===== config.mk =====
export PLATFORM = sky130hd
export DESIGN_NAME = if_stage
export DESIGN_NICKNAME = d
export VERILOG_FILES = /design/src/rtl/if_stage.sv
export SDC_FILE = /design/constraint.sdc
export NUM_CORES = 1
export LEC_CHECK = 0
export ABC_AREA = 1
export CAP_MARGIN = 0
export CORE_UTILIZATION = 44
export CTS_BUF_LIST = sky130_fd_sc_hd__clkbuf_8
export DETAILED_ROUTE_END_ITERATION = 16
export GPL_TIMING_DRIVEN = 0
export PLACE_DENSITY_LB_ADDON = 0.15
export SLEW_MARGIN = 20
export SYNTH_ARGS = -nofsm -noshare
export SYNTH_HDL_FRONTEND = slang
export SYNTH_SLANG_ARGS = --single-unit
export TNS_END_PERCENT = 10

===== constraint.sdc =====
create_clock -name clock -period 1.6 [get_ports clock]
set_clock_uncertainty 0.05 [all_clocks]
set_input_delay 0.32 -clock clock [delete_from_list [all_inputs] [get_ports clock]]
set_output_delay 0.32 -clock clock [all_outputs]
set_load 0.05 [all_outputs]

===== src/rtl/if_stage.sv =====
// if_stage: instruction fetch with PC register, IF/ID register and RUN/HALT FSM; IF_STAGE_PERF_CNT_EN adds stall/flush counters
module if_stage #(
  parameter logic [31:0] RESET_PC  = 32'h0000_0000,
  parameter logic [31:0] HALT_WORD = 32'hFFFF_FFFF,
  parameter logic [31:0] NOP_WORD  = 32'h0000_0000
) (
  input  logic        clock,
  input  logic        reset,
  input  logic        stall,
  input  logic        redirect,
  input  logic [31:0] redirect_target,
  output logic [31:0] imem_addr,
  input  logic [31:0] imem_rdata,
  output logic [31:0] pc_out,
  output logic [31:0] ifid_instr,
  output logic [31:0] ifid_pc_plus4,
  output logic        ifid_valid,
`ifdef IF_STAGE_PERF_CNT_EN
  output logic [15:0] stall_cycles,
  output logic [15:0] flush_cycles,
`endif
  output logic        halted
);
  typedef enum logic {RUN, HALT} state_t;
  state_t state, state_n;
  logic [31:0] pc4, pc_n, instr_n, p4_n;
  logic valid_n, in_halt, hold, fetch;
  assign imem_addr = pc_out;
  assign halted = state == HALT;
  assign pc4 = pc_out + 32'd4;
  always_comb begin
    in_halt = state == HALT;
    hold = !redirect && !in_halt && stall;
    fetch = !redirect && !in_halt && !stall;
    pc_n = redirect ? (redirect_target & ~32'h3) : fetch ? pc4 : pc_out;
    instr_n = fetch ? imem_rdata : hold ? ifid_instr : NOP_WORD;
    p4_n = fetch ? pc4 : hold ? ifid_pc_plus4 : 32'h0;
    valid_n = fetch ? 1'b1 : hold ? ifid_valid : 1'b0;
    state_n = redirect ? RUN : fetch ? (imem_rdata == HALT_WORD ? HALT : RUN) : state;
  end
  always_ff @(posedge clock) begin
    if (reset) begin
      pc_out <= RESET_PC;
      ifid_instr <= NOP_WORD;
      ifid_pc_plus4 <= 32'h0;
      ifid_valid <= 1'b0;
      state <= RUN;
    end else begin
      pc_out <= pc_n;
      ifid_instr <= instr_n;
      ifid_pc_plus4 <= p4_n;
      ifid_valid <= valid_n;
      state <= state_n;
    end
  end
`ifdef IF_STAGE_PERF_CNT_EN
  // both counters saturate rather than wrap
  always_ff @(posedge clock) begin
    if (reset) begin
      stall_cycles <= 16'h0;
      flush_cycles <= 16'h0;
    end else begin
      stall_cycles <= (hold && stall_cycles != 16'hFFFF) ? stall_cycles + 16'd1 : stall_cycles;
      flush_cycles <= (redirect && flush_cycles != 16'hFFFF) ? flush_cycles + 16'd1 : flush_cycles;
    end
  end
`endif
endmodule

==> flow_summary.toml <==
[sta]
finalCriticalPeriod_ns = 1.60
slew_headroom_pct = 49.1
rsz0062_at_grt = "yes"
drv_slew = 0
min_period_over_period_pct = 100
worst_slack_ns = -0.00197
final_hold_viol_count = 0
setup_viol = 1
timing.fmax_ghz = 0.624
tightest_slew_ns = 0.763

[drt]
ant_nets = 0
drc_errors = 0
wirelength_mm = 14.8
drt-vias-per-instance = 5.07
wl_per_cell_um = 15.1
drtPass1Iterations = 7
vias = 4988
drtIter0Drc = 240

[pwr]
p_leak_nw = 2.67
total_power_mw = 5.48
power_density_nw_per_um2 = 810
netSwitchingFraction_pct = 33.8
clkPwrFrac_pct = 29.3
peakVddDrop_mv = 0.487
pwr-share-comb_pct = 24.3
cell_internal_pwr_mw = 3.62
p_seq_share_pct = 46.3
power_switching_mw = 1.85

[yosys]
synth_enable_flop_cells = 0
synthCells = 640
synth_top_area_share_pct = 40.8
post_synth_num_cell_types = 36
netlist_top_cells_count = "nand2_1, dfxtp_1, a21oi_1"
ys_seq_elements = 94
synthArstFlopShare_pct = 0
syn_area_per_cell_um2 = 7.20
synth_top_flop_cell = "dfxtp_1"
yosysMostFrequentCell = "nand2_1"
synth.area.top_cells = "dfxtp_1, nand2_1, a21oi_1, buf_4, nand3_1"
seq_area_frac_synth_pct = 40.8
yosys.area.top_type = "dfxtp_1"
syn_area_um2 = 4610
ys_warn_count = 0

[flow_run]
drv_cap = 0

[final_layout]
nFillCells = 898
fin_cells = 983
area_delta_synth_final_pct = 46.6
drive_above_1_share_pct = 32.1
n_antenna_cell = 0
nets = 914

[setup_path]
path_max_fanout = 6
cp-end-kind = "output port"
cp.arrival_ns = 1.23
worst-r2r-cell-count = 9
worstPathRequired_ns = 1.23
critPathKind = "reg -> out"
start_kind = "flip-flop"

[outcome]
status = "complete, but fails checks"
violations = "negative setup slack"

[clock_network]
cts.sinks = 94
cts_buffers = 9
cts-root-buf = "clkbuf_8"
htreeDepth = 3
worstSkewPairLatency_ns = 0.37
cts_tree = "yes"
clkTransAtPathRegs_ns = 0.10
ctsLongestPathBuffers = 2

[place]
place.port_buffers = 187
place_congestion = 0.905
dp.cells = 965
hpwl_mm = 11.3
place_ws_ns = -0.388

[grt]
grt_pass1_wl_mm = 23.5
overflow = 0
grt_pass1_vias = 4745
grt_max_degree = 17
grt_usage_pct = 27.0
antenna_found_initial = 0

[die]
die_area_um2 = 10900
core_area_um2 = 9950
start_util_pct = 46.3
boundaryPins = 198
die_w_um = 104
die_h_um = 104
rows = 36

[worst_hold_path]
min_delay_path_depth = 4
min_path_type = "in -> reg"
-- sequential cells by signal, summed over array words and instances, names as in the netlist --
name	count
ifid_instr	32
ifid_pc_plus4	30
imem_addr	30
halted	1
ifid_valid	1
-- logic make-up (layout without fill, tap and decap cells) --
kind of cell / Yosys count / count (layout) / share of synthesized area, %
compound gates: 131 / 131 / 15.9
xor+xnor: 4 / 4 / 0.760
fa+ha+maj: 1 / 1 / 0.271
buf+inv: 96 / 301 / 11.5
flops: 94 / 94 / 40.8
other cells: 1 / 6 / 0.0814
simple gates: 313 / 313 / 30.6
-- what timing repair did --
| action | 4_1_cts | 5_1_grt |
|---|---|---|
| endpoints found under the setup margin | 140 | 91 |
| hold endpoints to repair | 0 | 0 |
| gates resized for setup | 386 | 69 |
| pin swaps | 1 | 8 |
| setup buffers | 0 | 2 |
| hold buffers | 0 | 0 |
-- per-stage QoR --
step                utilization [%]  instance area [um^2]  hold slack, ns  TNS [ns]
floorplan                         -                  4650           0.417   -0.0575
global placement               67.2                  6690           0.397    -19.89
detailed placement             67.2                  6690           0.403    -22.74
CTS                            68.9                  6860           0.299   -0.0757
global route                   67.9                  6760           0.337    -0.471
finish                         67.9                  6760           0.303  -0.00197
-- power groups by stage --
stage	Combinational, mW	Sequential [mW]	Clock, mW
global route	1.41	2.55	1.72
CTS	1.34	2.54	1.62
floorplan	0.565	2.87	0
detailed placement	1.39	2.59	0
global placement	1.38	2.58	0
finish	1.33	2.54	1.61
-- worst paths after layout --
path,slack (ns),startpoint,end
setup / recovery,-0.002,imem_addr[28]$_SDFFE_PP0P_,pc_out[28]
hold / removal,0.30,redirect,ifid_valid$_SDFFE_PP0P_
setup reg to reg,0.06,imem_addr[2]$_SDFFE_PP0P_,ifid_pc_plus4[22]$_SDFFE_PP0P_
hold reg to reg,0.42,ifid_instr[29]$_SDFFE_PP0P_,ifid_instr[29]$_SDFFE_PP0P_
-- layout by cell type (no fill, tap or decap), types with 6 or more instances in the layout --
master	Yosys	routed
nand2_1	206	204
dfxtp_1	94	71
a21oi_1	71	69
clkdlybuf4s50_1	0	63
buf_4	40	60
clkdlybuf4s15_2	0	50
clkbuf_2	0	35
inv_1	29	29
buf_2	11	28
nor2_1	31	28
nand3_1	27	25
o21ai_0	19	19
dfxtp_2	0	15
a22oi_1	14	14
nor2_4	7	11
clkbuf_1	12	11
o21ai_1	12	11
nand2_2	8	9
clkbuf_8	0	9
nor2_2	9	8
nand3_2	6	8
a21oi_2	6	8
dfxtp_4	0	8
nand4_1	6	6
conb_1	1	6
-- routing by layer --
| layer | vias up | global-route usage [%] | wire length (um) |
|---|---|---|---|
| li1 | 2465 | - | - |
| met1 | 2305 | 31.3 | 6040 |
| met2 | 197 | 47.6 | 7310 |
| met3 | 21 | 6.89 | 1210 |
| met4 | 0 | 9.69 | 249 |
| met5 | - | 0 | 0 |
-- worst max-delay path: stages (launching register included) --
cell and delay [ns]:
dfxtp_1 0.47, buf_4 0.15, buf_2 0.25
-- layout make-up --
type	instances	area, um^2	share of cell area [%]
clock buffers	9	124	1.83
inverters	31	116	1.72
well taps	133	166	2.46
plain buffers	65	419	6.20
flip-flops and latches	94	1930	28.6
multi-input cells	455	2290	33.8
clock inverters	7	71.3	1.06
repair buffers	189	1640	24.3
(Power assumes the default switching activity.)
